<file path="config.mk">
export PLATFORM = sky130hd
export DESIGN_NAME = lane_fetch_sequencer
export DESIGN_NICKNAME = d
export VERILOG_FILES = /design/src/rtl/lane_fetch_sequencer.sv
export SDC_FILE = /design/constraint.sdc
export NUM_CORES = 1
export LEC_CHECK = 0
export CAP_MARGIN = 30
export CORE_MARGIN = 10
export CORE_UTILIZATION = 25
export DETAILED_ROUTE_END_ITERATION = 8
export PLACE_DENSITY_LB_ADDON = 0.08
export SYNTH_ARGS = -nofsm -noshare
export SYNTH_HDL_FRONTEND = slang
export SYNTH_SLANG_ARGS = --single-unit
</file>
<file path="constraint.sdc">
create_clock -name clk -period 12.6 [get_ports clk]
set_input_delay 3.78 -clock clk [delete_from_list [all_inputs] [get_ports clk]]
set_output_delay 3.78 -clock clk [all_outputs]
set_load 0.1 [all_outputs]
</file>
<file path="src/rtl/lane_fetch_sequencer.sv">
// -----------------------------------------------------------------------------
// lane_fetch_sequencer
// Fetch/PC sequencer for the split/unified lane datapath. Keeps one PC per lane
// (split mode) or one PC spanning all lanes (unified mode), drives the
// instruction-memory ports, applies branch redirects and sequences the
// IDLE -> FETCH -> EXEC (-> FLUSH on mode change) cycle with stall support.
//
// Optional feature macro: LANE_HALT_EN
//   defined   : a taken branch with zero shifted offset halts that lane
//               (unified: all lanes); halted lanes stop fetching and their PC
//               freezes; with every lane halted the sequencer parks in FETCH.
//   undefined : halted is constantly 0; a self-loop simply refetches.
//
// Ports
//   clk           clock, all state on rising edge
//   rst_n         synchronous active-low reset
//   mode          1 = unified, 0 = split (latched when FETCH is entered)
//   stall         hold the current instruction in EXEC
//   br_valid      per-lane branch taken (unified uses bit 0)
//   br_imm        per-lane signed immediates (unified: one signed vector)
//   pc            current PC(s)
//   imem_addr     per-lane instruction-memory address
//   imem_en       per-lane instruction-memory read enable
//   instr_valid   memory data valid for execute this cycle
//   reg_we_phase  register-file write permitted (EXEC cycle that completes)
//   fsm_state     debug state: IDLE=0, FETCH=1, EXEC=2, FLUSH=3
//   halted        per-lane halt flags
// -----------------------------------------------------------------------------
module lane_fetch_sequencer #(
   parameter int unsigned LANES       = 2,
   parameter int unsigned LANE_W      = 32,
   parameter int unsigned BR_SHIFT    = 2,
   parameter int unsigned LANE_STRIDE = 512
) (
   input  logic                    clk,
   input  logic                    rst_n,
   input  logic                    mode,
   input  logic                    stall,
   input  logic [LANES-1:0]        br_valid,
   input  logic [LANES*LANE_W-1:0] br_imm,
   output logic [LANES*LANE_W-1:0] pc,
   output logic [LANES*LANE_W-1:0] imem_addr,
   output logic [LANES-1:0]        imem_en,
   output logic [LANES-1:0]        instr_valid,
   output logic                    reg_we_phase,
   output logic [2:0]              fsm_state,
   output logic [LANES-1:0]        halted
);

   localparam int unsigned PC_W = LANES * LANE_W;

   typedef enum logic [2:0] {
      IDLE  = 3'd0,
      FETCH = 3'd1,
      EXEC  = 3'd2,
      FLUSH = 3'd3
   } state_t;

   state_t                  state_q, state_nxt;
   logic [PC_W-1:0]         pc_q, pc_nxt, pc_adv;
   logic                    mode_q, mode_nxt;
   logic [LANES-1:0]        halted_q, halted_nxt, halt_set;
   logic [LANES-1:0]        active_nxt, en_nxt, valid_nxt;
   logic [LANES-1:0]        en_q, valid_q;
   logic [PC_W-1:0]         addr_nxt, addr_q;
   logic signed [PC_W-1:0]  uni_off;
   logic signed [LANE_W-1:0] lane_off [LANES];

   // Branch offsets: arithmetic shift keeps negative redirects legal
   always_comb begin : branch_offsets
      uni_off = $signed(br_imm) >>> BR_SHIFT;
      for (int k = 0; k < LANES; k++) begin
         lane_off[k] = $signed(br_imm[k*LANE_W +: LANE_W]) >>> BR_SHIFT;
      end
   end

   // Candidate next PC; unified carries across lanes, split lanes wrap alone
   always_comb begin : pc_advance
      logic [LANE_W-1:0] lane_pc;
      pc_adv  = pc_q;
      lane_pc = '0;
      if (mode_q) begin
         if (!halted_q[0]) begin
            pc_adv = br_valid[0] ? pc_q + $unsigned(uni_off) : pc_q + PC_W'(1);
         end
      end else begin
         for (int k = 0; k < LANES; k++) begin
            lane_pc = pc_q[k*LANE_W +: LANE_W];
            if (!halted_q[k]) begin
               pc_adv[k*LANE_W +: LANE_W] = br_valid[k] ? lane_pc + $unsigned(lane_off[k])
                                                        : lane_pc + LANE_W'(1);
            end
         end
      end
   end

`ifdef LANE_HALT_EN
   // Self-loop detection: taken branch whose shifted offset is zero
   always_comb begin : halt_detect
      halt_set = '0;
      if (mode_q) begin
         halt_set = {LANES{br_valid[0] && (uni_off == '0)}};
      end else begin
         for (int k = 0; k < LANES; k++) begin
            halt_set[k] = br_valid[k] && (lane_off[k] == '0);
         end
      end
   end
`else
   assign halt_set = '0;
`endif

   // Next-state, next-PC and next registered-output values
   always_comb begin : next_state
      state_nxt  = state_q;
      pc_nxt     = pc_q;
      halted_nxt = halted_q;
      mode_nxt   = mode_q;
      active_nxt = '0;
      en_nxt     = '0;
      valid_nxt  = '0;
      addr_nxt   = '0;

      case (state_q)
         IDLE:  state_nxt = FETCH;
         // Parks here once every lane has halted
         FETCH: state_nxt = (&halted_q) ? FETCH : EXEC;
         EXEC: begin
            if (!stall) begin
               pc_nxt     = pc_adv;
               halted_nxt = halted_q | halt_set;
               state_nxt  = (mode != mode_q) ? FLUSH : FETCH;
            end
         end
         FLUSH: begin
            pc_nxt     = '0;
            halted_nxt = '0;
            state_nxt  = FETCH;
         end
         default: state_nxt = IDLE;
      endcase

      // Mode is captured on entry to FETCH and held for that fetch/execute pair
      if ((state_nxt == FETCH) && (state_q != FETCH)) begin
         mode_nxt = mode;
      end

      active_nxt = mode_nxt ? {{(LANES-1){1'b0}}, 1'b1} : {LANES{1'b1}};
      en_nxt     = (state_nxt == FETCH) ? (active_nxt & ~halted_nxt) : '0;
      valid_nxt  = (state_nxt == EXEC)  ? (active_nxt & ~halted_nxt) : '0;

      if (mode_nxt) begin
         addr_nxt[LANE_W-1:0] = pc_nxt[LANE_W-1:0];
      end else begin
         for (int k = 0; k < LANES; k++) begin
            addr_nxt[k*LANE_W +: LANE_W] = pc_nxt[k*LANE_W +: LANE_W]
                                         + LANE_W'(k * LANE_STRIDE);
         end
      end
   end

   // State and output registers
   always_ff @(posedge clk) begin : seq
      if (!rst_n) begin
         state_q  <= IDLE;
         pc_q     <= '0;
         mode_q   <= 1'b0;
         halted_q <= '0;
         en_q     <= '0;
         valid_q  <= '0;
         addr_q   <= '0;
      end else begin
         state_q  <= state_nxt;
         pc_q     <= pc_nxt;
         mode_q   <= mode_nxt;
         halted_q <= halted_nxt;
         en_q     <= en_nxt;
         valid_q  <= valid_nxt;
         addr_q   <= addr_nxt;
      end
   end

   // Write permission belongs to the EXEC cycle that actually retires
   assign reg_we_phase = (state_q == EXEC) && !stall;

   assign pc          = pc_q;
   assign imem_addr   = addr_q;
   assign imem_en     = en_q;
   assign instr_valid = valid_q;
   assign fsm_state   = state_q;
   assign halted      = halted_q;

endmodule

</file>
==> impl_metrics.ini <==
[timing]
setup_ws_ps = 2610
maxSlewViolCount = 0
skew_ps = 14.6
hold_violations = 0
tns_ps = 0
fin_crit_sh_pct = 79.3
setup_viol = 0
grt_setup_unrepaired = false
tightest_slew_ps = 1010
min_period_ps = 9990
max_slew_margin_pct = 32.5
fmax_ghz = 0.100

[power]
clkPwrFrac_pct = 36.3
fin_total_pwr_w = 0.000843
pwr-share-comb_pct = 23.3
leakage_nw = 5.56
p_switching_w = 0.000291
internal-power_w = 0.000552
peakVddDrop_mv = 0.0749
power_frac_seq_pct = 40.4
power_density_nw_per_um2 = 55.9
switching_share_pct = 34.5

[critical_path]
r2r_setup_slack_ps = 7330
critPathLaunch = stall
crit_type = primary input to output port
worst_ep_required_time_ps = 8820
start_kind = primary input
cp-end-kind = output port
r2r-end = imem_addr[59]
crit_arrival_ps = 6210
cp_max_fo = 11
crit_path_end = reg_we_phase
r2r-start = pc[44]
reg2regPathDepth = 13

[routing]
drt_wl_total_microns = 57200
routed.top_layer = met4
drc_errors = 0
dr_wl_met3_microns = 3160
vias_per_cell = 5.34
ant_nets = 0
first_iter_violations = 883
vias = 13400
wl_per_cell_microns = 22.7
wl_met2_microns = 26000
wl_met1_microns = 26800
firstDrtPassIters = 5

[run_status]
status = finished clean

[cells_and_area]
multi_input_area_sq_um = 9460
area.growth.synth_to_final_pct = 22.2
nNetsFinal = 2011
drive_gt1_share_pct = 5.19
fillers = 5418
seqCellArea_sq_um = 2120
antenna-diode-count = 0

[yosys]
yosysWarnings = 0
synthAdderAreaFrac_pct = 9.93
syn-mean-instance-area_sq_um = 7.12
synth_edf_count = 0
synth_nets = 1901
synth_compound_gate_area_share_pct = 29.6
synth_top_family_by_area = simple AND/OR/NAND/NOR gates
seq_area_frac_synth_pct = 17.2
yosysTopAreaCell = dfxtp_1
synth.most_common_cell = nor2_1
ys_types = 102
ys_ff_latch = 106
netlist_area_sq_um = 12300
synth_xor_area_share_pct = 5.25
synthMuxAreaShare_pct = 1.52
synth_common_cells = nor2_1 (183), nand2_1 (174), a21oi_1 (166)
yosys.area_share.simple_pct = 30.3
async_reset_ff_share_pct = 0
syn_inst = 1735
synth_top_area_share_pct = 17.2
synth_flop_cell = dfxtp_1
ys_top_cells_by_area = dfxtp_1 (17%), ha_1 (9.5%), a21oi_1 (6.7%)

[worst_hold_path]
hold_depth = 2
min_path_type = register to register

[floorplan]
dieHeight_microns = 242
placementRows = 81
core_area_sq_um = 48800
dieWidth_microns = 242
io_pins = 208
initial_core_util_pct = 25.3
die_area_sq_um = 58700

[placed_design]
pre_cts_ws_ps = 2640
numPortBuffers = 205
place_hpwl_microns = 45600
gp_congestion = 0.901

[clocking]
insertion_delay_ps = 420
cts-root-buf = clkbuf_16
htreeDepth = 3
cts_tree = yes
cts_resized = 0
ctsHoldBuffers = 0
post-cts-setup-buffers = 0
clk_pin_slew_ps = 70
numCtsBuffers = 9
cts_buffer_depth = 2
clkSinkCount = 106

[job]
maxCapViolations = 0

[global_route]
grt_max_degree = 41
grt_overflow = 0
grt_pass1_wl_microns = 85000
antenna_found_initial = 0
grt_pass1_vias = 13000
grt_use_total_pct = 18.9
[cell usage in the layout, fill, tap and decap left out, drive strengths merged, types with 38 or more instances in the layout]
| master | netlist | routed |
|---|---|---|
| clkdlybuf4s50 | 0 | 204 |
| nor2 | 184 | 184 |
| nand2 | 175 | 175 |
| a21oi | 168 | 168 |
| o21ai | 113 | 113 |
| and2 | 112 | 112 |
| dfxtp | 106 | 106 |
| ha | 94 | 94 |
| xnor2 | 41 | 41 |
| nand3 | 39 | 39 |
| nand4 | 38 | 38 |
| nor3 | 38 | 38 |
[power groups by stage]
stage / registers, W / clock network, W / logic, W
finish: 0.000341 / 0.000306 / 0.000196
global route: 0.000341 / 0.000329 / 0.000213
global placement: 0.000349 / 0 / 0.000194
detailed placement: 0.000349 / 0 / 0.000195
floorplan: 0.000366 / 0 / 0.000108
CTS: 0.000341 / 0.000322 / 0.000196
[worst min-delay path by stage]
stage          startpoint       end
3_5_place_dp     register  register
2_1_floorplan      mode_q    pc[58]
5_1_grt          register  register
6_report         register  register
4_1_cts          register  register
3_3_place_gp     register  register
[per-layer routing]
metal	global-route usage, %	vias to the layer above
met4	5.81	0
li1	-	6549
met3	3.47	49
met2	30.2	336
met1	25.3	6484
met5	0	-
[critical path: stages]
cell and delay, ps:
clkdlybuf4s50_1 610, nor2_1 230, nand2_1 70, buf_4 270
inv_2 80, clkdlybuf4s50_1 1150
[layout make-up]
type                    instances  share of cell area, %
clock inverters                 6                  0.381
flip-flops and latches        106                   14.1
clock buffers                  10                   1.58
well taps                     664                   5.51
repair buffers                227                   14.9
inverters                      35                  0.871
multi-input cells            1466                   62.7
[kinds of logic after synthesis]
logic type	count (synthesis)
XOR/XNOR	74
multiplexers	18
AND/OR/NAND/NOR	728
AO/OA/AOI/OAI	548
buffers and inverters	163
adder cells (fa/ha/maj)	97
other	1
flip-flops	106
[per-stage QoR]
step,std cells,utilization (%),cell area (sq um),hold slack [ps]
global route,2514,30.9,15100,603
CTS,2513,30.9,15100,556
detailed placement,2497,30.3,14800,541
floorplan,1735,-,12300,775
global placement,2494,30.1,14700,540
finish,2514,30.9,15100,556
Note: power is estimated with default switching activity, not from simulation.
